==> src/rtl/i2c_slave_responder.sv <==
// i2c_slave_responder: I2C target endpoint with 7-bit address match, byte write
// delivery, and clock-stretched byte reads from a local handshake interface.
module i2c_slave_responder #(
   parameter logic [6:0] SLAVE_ADDR = 7'h50
) (
   input  logic       wb_clk_i,
   input  logic       arst_i,
   input  logic       scl_pad_i,
   input  logic       sda_pad_i,
   output logic       scl_pad_o,
   output logic       scl_padoen_o,
   output logic       sda_pad_o,
   output logic       sda_padoen_o,
   output logic [7:0] rx_data_o,
   output logic       rx_valid_o,
   output logic       tx_req_o,
   input  logic [7:0] tx_data_i,
   input  logic       tx_valid_i,
   output logic       busy_o
);
   typedef enum logic [3:0] {
      IDLE, ADDR, ADDR_ACK, WR_DATA, WR_ACK, RD_WAIT, RD_DATA, RD_ACK, IGNORE
   } state_t;

   state_t     state, state_nxt;
   logic [1:0] scl_sync, sda_sync;
   logic       scl_prev, sda_prev;
   logic [3:0] cnt, cnt_nxt;
   logic [7:0] sh, sh_nxt, rx_data, rx_data_nxt, shifted;
   logic       rw, rw_nxt, sda_drv, sda_drv_nxt, scl_hold, scl_hold_nxt;
   logic       rx_pend, rx_pend_nxt, rx_valid, rx_valid_nxt, tx_req, tx_req_nxt;
   logic       scl_s, sda_s, scl_rise, scl_fall, sda_rise, sda_fall, start_det, stop_det;

   assign scl_s     = scl_sync[1];
   assign sda_s     = sda_sync[1];
   assign scl_rise  = scl_s & ~scl_prev;
   assign scl_fall  = ~scl_s & scl_prev;
   assign sda_rise  = sda_s & ~sda_prev;
   assign sda_fall  = ~sda_s & sda_prev;
   assign start_det = sda_fall & scl_s;
   assign stop_det  = sda_rise & scl_s;
   assign shifted   = {sh[6:0], sda_s};

   assign scl_pad_o    = 1'b0;
   assign sda_pad_o    = 1'b0;
   assign scl_padoen_o = ~scl_hold;
   assign sda_padoen_o = ~sda_drv;
   assign rx_data_o    = rx_data;
   assign rx_valid_o   = rx_valid;
   assign tx_req_o     = tx_req;
   assign busy_o       = (state != IDLE);

   always_ff @(posedge wb_clk_i or negedge arst_i) begin
      if (!arst_i) begin
         scl_sync <= 2'b11;
         sda_sync <= 2'b11;
         scl_prev <= 1'b1;
         sda_prev <= 1'b1;
         state    <= IDLE;
         cnt      <= 4'd0;
         sh       <= 8'h00;
         rw       <= 1'b0;
         sda_drv  <= 1'b0;
         scl_hold <= 1'b0;
         rx_data  <= 8'h00;
         rx_pend  <= 1'b0;
         rx_valid <= 1'b0;
         tx_req   <= 1'b0;
      end else begin
         scl_sync <= {scl_sync[0], scl_pad_i};
         sda_sync <= {sda_sync[0], sda_pad_i};
         scl_prev <= scl_s;
         sda_prev <= sda_s;
         state    <= state_nxt;
         cnt      <= cnt_nxt;
         sh       <= sh_nxt;
         rw       <= rw_nxt;
         sda_drv  <= sda_drv_nxt;
         scl_hold <= scl_hold_nxt;
         rx_data  <= rx_data_nxt;
         rx_pend  <= rx_pend_nxt;
         rx_valid <= rx_valid_nxt;
         tx_req   <= tx_req_nxt;
      end
   end

   always_comb begin
      state_nxt    = state;
      cnt_nxt      = cnt;
      sh_nxt       = sh;
      rw_nxt       = rw;
      sda_drv_nxt  = sda_drv;
      scl_hold_nxt = scl_hold;
      rx_data_nxt  = rx_data;
      rx_pend_nxt  = 1'b0;
      rx_valid_nxt = rx_pend;
      tx_req_nxt   = 1'b0;
      if (stop_det) begin
         state_nxt    = IDLE;
         cnt_nxt      = 4'd0;
         sda_drv_nxt  = 1'b0;
         scl_hold_nxt = 1'b0;
      end else if (start_det) begin
         state_nxt    = ADDR;
         cnt_nxt      = 4'd0;
         sda_drv_nxt  = 1'b0;
         scl_hold_nxt = 1'b0;
      end else begin
         case (state)
            ADDR: if (scl_rise) begin
               sh_nxt  = shifted;
               cnt_nxt = cnt + 4'd1;
               if (cnt == 4'd7) begin
                  rw_nxt    = sda_s;
                  // address 0 (general call) is never answered
                  state_nxt = (shifted[7:1] == SLAVE_ADDR && shifted[7:1] != 7'd0) ? ADDR_ACK : IGNORE;
               end
            end
            ADDR_ACK, WR_ACK: begin
               if (scl_rise)
                  cnt_nxt = cnt + 4'd1;
               else if (scl_fall && cnt == 4'd8)
                  sda_drv_nxt = 1'b1;
               else if (scl_fall && cnt == 4'd9) begin
                  sda_drv_nxt = 1'b0;
                  cnt_nxt     = 4'd0;
                  if (state == WR_ACK || !rw)
                     state_nxt = WR_DATA;
                  else begin
                     state_nxt    = RD_WAIT;
                     tx_req_nxt   = 1'b1;
                     scl_hold_nxt = 1'b1;
                  end
               end
            end
            WR_DATA: if (scl_rise) begin
               sh_nxt  = shifted;
               cnt_nxt = cnt + 4'd1;
               if (cnt == 4'd7) begin
                  rx_data_nxt = shifted;
                  rx_pend_nxt = 1'b1;
                  state_nxt   = WR_ACK;
               end
            end
            RD_WAIT: begin
               cnt_nxt      = 4'd0;
               scl_hold_nxt = 1'b1;
               if (tx_valid_i) begin
                  sh_nxt      = tx_data_i;
                  sda_drv_nxt = ~tx_data_i[7];
                  state_nxt   = RD_DATA;
               end
            end
            RD_DATA: begin
               // SCL is released one cycle after the first bit is on SDA
               scl_hold_nxt = 1'b0;
               if (scl_rise)
                  cnt_nxt = cnt + 4'd1;
               else if (scl_fall && cnt == 4'd8) begin
                  sda_drv_nxt = 1'b0;
                  state_nxt   = RD_ACK;
               end else if (scl_fall && cnt != 4'd0) begin
                  sh_nxt      = {sh[6:0], 1'b0};
                  sda_drv_nxt = ~sh[6];
               end
            end
            RD_ACK: begin
               if (scl_rise) begin
                  cnt_nxt = cnt + 4'd1;
                  if (sda_s)
                     state_nxt = IGNORE;
               end else if (scl_fall && cnt == 4'd9) begin
                  cnt_nxt      = 4'd0;
                  state_nxt    = RD_WAIT;
                  tx_req_nxt   = 1'b1;
                  scl_hold_nxt = 1'b1;
               end
            end
            default: ;
         endcase
      end
   end
endmodule

==> config.mk <==
export PLATFORM = sky130hd
export DESIGN_NAME = i2c_slave_responder
export DESIGN_NICKNAME = d
export VERILOG_FILES = /design/src/rtl/i2c_slave_responder.sv
export SDC_FILE = /design/constraint.sdc
export NUM_CORES = 1
export LEC_CHECK = 0
export ABC_AREA = 0
export BUFFER_PORTS_ARGS = -buffer_cell sky130_fd_sc_hd__buf_2
export CAP_MARGIN = 20
export CORE_ASPECT_RATIO = 1.2
export CORE_MARGIN = 1
export CORE_UTILIZATION = 50
export CTS_BUF_LIST = sky130_fd_sc_hd__clkbuf_4
export DETAILED_ROUTE_END_ITERATION = 12
export PLACE_DENSITY_LB_ADDON = 0.2
export SLEW_MARGIN = 10
export SYNTH_ARGS = -nofsm -noshare
export SYNTH_HDL_FRONTEND = slang
export SYNTH_SLANG_ARGS = --single-unit
==> constraint.sdc <==
create_clock -name wb_clk_i -period 1.9 [get_ports wb_clk_i]
set_clock_uncertainty 0.15 [all_clocks]
set_input_delay 0 -clock wb_clk_i [delete_from_list [all_inputs] [get_ports wb_clk_i]]
set_output_delay 0 -clock wb_clk_i [all_outputs]
set_load 0.05 [all_outputs]
==> flow_metrics.env, run 1 <==
export IMPL_vias=2389
export IMPL_cp_required_ps=2030
export IMPL_yosysSeqAreaShare_pct=41.65
export IMPL_synth_enable_flop_cells=0
export IMPL_rsz0062_at_grt="true"
export IMPL_critPathKind="reg -> reg"
export IMPL_routed_wl_mm=8.644
export IMPL_grt_pass1_vias=2209
export IMPL_grt_pass1_wl_mm=10.52
export IMPL_synth_top_cell_by_area="dfrtp_1"
export IMPL_p_per_area_mw_per_mm2=943.1
export IMPL_highest_layer="met4"
export IMPL_start_util_pct=52.97
export IMPL_antenna_left=0
export IMPL_critPathLaunchType="flop"
export IMPL_drv_slew=0
export IMPL_dp_hpwl_mm=4.155
export IMPL_total_power_mw=3.179
export IMPL_syn_inst=226
export IMPL_pin_count=28
export IMPL_track_usage_pct=32.93
export IMPL_grt_max_degree=36
export IMPL_max_freq_mhz=471.1
export IMPL_layout_drive_gt1_share_pct=54.35
export IMPL_hp_class="in -> async"
export IMPL_htree_levels=2
export IMPL_portBuffers=25
export IMPL_ir_worst_vdd_v=0.0006244
export IMPL_min_period_ps=2123
export IMPL_tightest_slew_ps=788.2
export IMPL_p_leak_nw=1.547
export IMPL_synth_area_per_cell_um2=9.384
export IMPL_fin_tns_setup_ps=-3274
export IMPL_n_antenna_cell=0
export IMPL_synth_area_mm2=0.002121
export IMPL_die_width_um=61.45
export IMPL_ys_ff_latch=35
export IMPL_cts_sinks=35
export IMPL_synthTopCellsByArea="dfrtp_1 34%, mux2_2 8.0%, dfstp_2 7.4%"
export IMPL_fin_ws_ps=-222.6
export IMPL_drt_iter0_markers=238
export IMPL_antenna_found_initial=0
export IMPL_routabilityCongestion=1.050
export IMPL_die_area_mm2=0.004507
export IMPL_num_rows=25
export IMPL_viasPerCell=6.354
export IMPL_finalHoldViolCount=0
export IMPL_synth_top_area_share_pct=34.22
export IMPL_ys_warn_count=0
export IMPL_clk_pin_slew_ps=140
export IMPL_area_growth_pct=58.94
export IMPL_fin_crit_sh_pct=111.7
export IMPL_synth_commonest_cells="36 x nand2_1, 29 x dfrtp_1, 15 x mux2_2"
export IMPL_cts_made_buffers=5
export IMPL_slew_headroom_pct=47.45
export IMPL_cts_tree="built"
export IMPL_ys_types=57
export IMPL_max_cap_violations=0
export IMPL_async_flop_share_pct=100.0
export IMPL_die_y_um=73.34
export IMPL_violations="negative setup slack"
export IMPL_path_max_fanout=4
export IMPL_clock_latency_ps=380
export IMPL_finalSetupViolations=24
export IMPL_critPathCaptureType="flop"
export IMPL_synth_ff_type="dfrtp_1"
export IMPL_wl_met1_mm=3.123
export IMPL_cts_root_buf="clkbuf_4"
export IMPL_wl_met2_mm=4.251
export IMPL_fp_coreArea_mm2=0.004004
export IMPL_gr_total_overflow=0
export IMPL_fin_nets=337
export IMPL_wl_per_cell_um=22.99
export IMPL_firstDrtPassIters=4
export IMPL_drc_errors=0
export IMPL_critPathArrivalTime_ps=2260
export IMPL_wl_met3_um=693
export IMPL_clockBufferDepth=2
export IMPL_outcome="complete, but fails checks"
export IMPL_yosysMostFrequentCell="nand2_1"
export IMPL_fillers=214
[critical path: stages (launching register included)]
cell	delay [ps]
dfrtp_1	370
buf_4	110
ha_1	180
nand2_2	100
o31a_1	350
a2111oi_4	310
nand2_2	180
mux2i_1	270
[cell families after synthesis]
family / after synthesis / share of synthesized area [%]
and+or+nand+nor: 94 / 23.07
xor gates and xnor gates: 2 / 0.8261
buffers and inverters: 23 / 5.428
other: 1 / 0.1768
muxes: 18 / 9.380
DFF: 35 / 41.65
adders and majority gates: 3 / 1.770
AOI/OAI and AO/OA: 50 / 17.70
[final cells by class]
cell class                 count  area, um2  share of cell area, %
tap                           54      67.56                  2.004
multi-input combinational    169       1514                  44.91
clock buffer                   5      37.54                  1.114
sequential                    35      888.4                  26.35
timing repair buffer          99      783.3                  23.24
inverter                      11      41.29                  1.225
clock inverter                 3      38.79                  1.151
[cells in the final DEF, fill, tap and decap left out, types with 5 or more instances in the layout]
cell,Yosys,layout
dfstp_2,6,6
nand2_1,36,34
nor2_1,11,8
clkbuf_4,0,5
buf_2,8,25
mux2_2,15,5
dfrtp_1,29,25
nor3_1,7,5
buf_6,1,12
dlygate4sd3_1,0,11
inv_1,10,10
mux2_4,0,10
buf_4,3,49
[power by group]
part | total, mW | switching, mW | internal [mW]
registers | 1.06 | 0.180 | 0.876
clock network | 0.578 | 0.308 | 0.271
logic | 1.54 | 0.828 | 0.717
[state kept, by name, summed over array words and instances, names as in the netlist]
| register | cells |
|---|---|
| rx_valid_o | 1 |
| sda_drv | 1 |
| sda_prev | 1 |
| rx_pend | 1 |
| sda_sync | 2 |
| state | 4 |
| sh | 7 |
| rx_data_o | 8 |
| scl_hold | 1 |
| tx_req_o | 1 |
| scl_prev | 1 |
| scl_sync | 2 |
| cnt | 4 |
| rw | 1 |
[metal layers]
layer / vias to the layer above / track usage, %
li1: 1000 / -
met3: 56 / 7.218
met1: 1168 / 37.54
met5: - / 0
met2: 165 / 55.19
met4: 0 / 19.75
[stage by stage]
stage	instances	cell area [um2]	setup WS, ps	util, %	hold WS (ps)
after CTS	369	3079	-154.1	76.91	45.11
after global routing	376	3371	-298.8	84.19	71.57
after detailed placement	346	2661	-180.5	66.47	-43.36
after global placement	346	2661	-143.8	66.47	-45.01
final	376	3371	-222.6	84.19	55.04
after floorplan	227	2146	-14.64	-	-445.6
[final timing paths]
kind                       slack [ps]  cells past startpoint                     to                   from
setup / recovery                 -220                      7   state[2]$_DFFE_PN0P_     cnt[1]$_DFFE_PN0P_
hold / removal                     60                      2     cnt[2]$_DFFE_PN0P_                 arst_i
setup reg to reg                 -220                      7   state[2]$_DFFE_PN0P_     cnt[1]$_DFFE_PN0P_
hold reg to reg                   210                      0  scl_sync[1]$_DFF_PN1_  scl_sync[0]$_DFF_PN1_
max in group asynchronous         970                      2   state[1]$_DFFE_PN0P_                 arst_i
min in group wb_clk_i              70                      5    sda_drv$_DFFE_PN0P_             tx_valid_i
[what timing repair did]
item	in CTS	in global routing
hold endpoints to repair	39	0
buffers inserted	4	6
cloned	0	1
pin swaps	19	16
resized for setup	41	53
endpoints found under the setup margin	25	27
hold buffers	11	0
Note: power is estimated with default switching activity, not from simulation.
==> run 2: changes to the inputs <==
--- a/config.mk
+++ b/config.mk
@@ -14,6 +14,7 @@
 export CTS_BUF_LIST = sky130_fd_sc_hd__clkbuf_4
 export DETAILED_ROUTE_END_ITERATION = 12
 export PLACE_DENSITY_LB_ADDON = 0.2
+export REMOVE_ABC_BUFFERS = 1
 export SLEW_MARGIN = 10
 export SYNTH_ARGS = -nofsm -noshare
 export SYNTH_HDL_FRONTEND = slang
==> flow_metrics.env, run 2 (synthesis results as in run 1) <==
export IMPL_outcome="complete, but fails checks"
export IMPL_violations="negative setup slack"
export IMPL_cts_made_buffers=5
export IMPL_fp_coreArea_mm2=0.004004
export IMPL_ir_worst_vdd_v=0.0005526
export IMPL_worstSetupEndpoint="cnt[0]$_DFFE_PN0P_"
export IMPL_portBuffers=25
export IMPL_htree_levels=2
export IMPL_grt_pass1_vias=2165
export IMPL_critPathLaunchType="flop"
export IMPL_reg2reg_depth=7
export IMPL_drt_iter0_markers=152
export IMPL_gr_total_overflow=0
export IMPL_die_area_mm2=0.004507
export IMPL_pin_count=28
export IMPL_tightest_slew_ps=767.5
export IMPL_vias=2266
export IMPL_critPathArrivalTime_ps=2210
export IMPL_viasPerCell=5.708
export IMPL_clockBufferDepth=2
export IMPL_die_y_um=73.34
export IMPL_fin_ws_ps=-180.9
export IMPL_max_cap_violations=0
export IMPL_hp_class="in -> async"
export IMPL_grt_max_degree=36
export IMPL_fin_nets=358
export IMPL_p_per_area_mw_per_mm2=902.9
export IMPL_critPathCaptureType="flop"
export IMPL_die_width_um=61.45
export IMPL_track_usage_pct=31.60
export IMPL_slew_headroom_pct=48.83
export IMPL_min_period_ps=2081
export IMPL_finalHoldViolCount=0
export IMPL_routed_wl_mm=7.492
export IMPL_cts_sinks=35
export IMPL_cts_tree="built"
export IMPL_p_leak_nw=1.664
export IMPL_max_freq_mhz=480.6
export IMPL_path_max_fanout=7
export IMPL_fin_util_pct=88.25
export IMPL_dp_slack_ps=-202.3
export IMPL_n_antenna_cell=0
export IMPL_cp_required_ps=2020
export IMPL_routabilityCongestion=1.059
export IMPL_finalSetupViolations=25
export IMPL_final_cell_mix="70 x buf_4, 33 x nand2_1, 25 x dfrtp_1, 25 x buf_2, 12 x buf_6"
export IMPL_clk_pin_slew_ps=110
export IMPL_layout_commonest_cell="buf_4"
export IMPL_clock_latency_ps=350
export IMPL_r2r_start="scl_sync[1]$_DFF_PN1_"
export IMPL_rsz0062_at_grt="true"
export IMPL_wl_per_cell_um=18.87
export IMPL_cp_startpoint="scl_sync[1]$_DFF_PN1_"
export IMPL_area_growth_pct=66.61
export IMPL_cts_root_buf="clkbuf_4"
export IMPL_drc_errors=0
export IMPL_dp_hpwl_mm=4.668
export IMPL_r2r_end="cnt[0]$_DFFE_PN0P_"
export IMPL_antenna_found_initial=0
export IMPL_drv_slew=0
export IMPL_firstDrtPassIters=4
export IMPL_start_util_pct=52.97
export IMPL_layout_drive_gt1_share_pct=58.60
export IMPL_reg2reg_slack_ps=-180
export IMPL_largest_reg_flops=8
export IMPL_num_rows=25
export IMPL_antenna_left=0
export IMPL_critPathKind="reg -> reg"
export IMPL_fin_crit_sh_pct=109.5
export IMPL_grt_pass1_wl_mm=10.18
==> run 2: where the power goes <==
group | switching [mW] | leakage (nW) | internal [mW]
combinational | 0.843 | 1.19 | 0.885
sequential | 0.160 | 0.444 | 0.878
clock | 0.268 | 0.0317 | 0.157
total | 1.27 | 1.66 | 1.92
==> run 2: worst max-delay path: stages (launching register included) <==
cell	delay (ps)
dfstp_2	610
buf_4	140
nand2b_4	70
buf_6	150
o2111ai_4	240
nand2_2	100
or4_4	490
o21ai_2	80
==> run 2: cell type report <==
class	instances	area, um2
flip-flops and latches	35	888.4
clock inverters	2	12.51
clock buffers	6	45.04
inverters	11	46.29
fillers	186	470.5
well taps	54	67.56
multi-input cells	169	1543
repair buffers	120	930.9
==> run 2: repair_timing <==
action	4_1_cts	5_1_grt
setup buffers	10	13
resized for setup	56	47
endpoints found under the setup margin	25	25
endpoints found under the hold margin	38	1
pin swaps	7	15
hold buffers	10	1
==> run 2: layer usage <==
layer / global-route usage (%) / vias to the layer above / wire (um) / share of wire, %
li1: - / 1047 / - / -
met2: 55.68 / 71 / 3792 / 51
met3: 5.106 / 26 / 213 / 2.8
met1: 37.06 / 1122 / 3196 / 43
met5: 0 / - / 0 / 0
met4: 13.58 / 0 / 289 / 3.9
==> run 2: stage by stage <==
| stage | instance area, um2 | std cells | hold slack [ps] | total power [mW] | setup TNS (ps) |
|---|---|---|---|---|---|
| 2_1_floorplan | 2051 | 215 | -445.6 | 1.583 | -8062 |
| 3_3_place_gp | 2714 | 355 | -44.99 | 2.085 | -2717 |
| 3_5_place_dp | 2714 | 355 | -41.51 | 2.109 | -2749 |
| 4_1_cts | 3178 | 383 | 10.81 | 2.827 | -1662 |
| 5_1_grt | 3533 | 397 | 101.1 | 3.332 | -4047 |
| 6_report | 3533 | 397 | 92.62 | 3.190 | -2431 |
==> run 2: worst min-delay path by stage <==
stage / endpoint / from / depth (start not counted) / slack [ps]
final: cnt[2]$_DFFE_PN0P_ / arst_i / 2 / 90
after floorplan: cnt[0]$_DFFE_PN0P_ / arst_i / 0 / -450
after CTS: sda_drv$_DFFE_PN0P_ / tx_data_i[7] / 4 / 10
after global placement: sda_sync[0]$_DFF_PN1_ / sda_pad_i / 1 / -40
after global routing: sda_drv$_DFFE_PN0P_ / tx_valid_i / 5 / 100
after detailed placement: scl_sync[0]$_DFF_PN1_ / scl_pad_i / 1 / -40
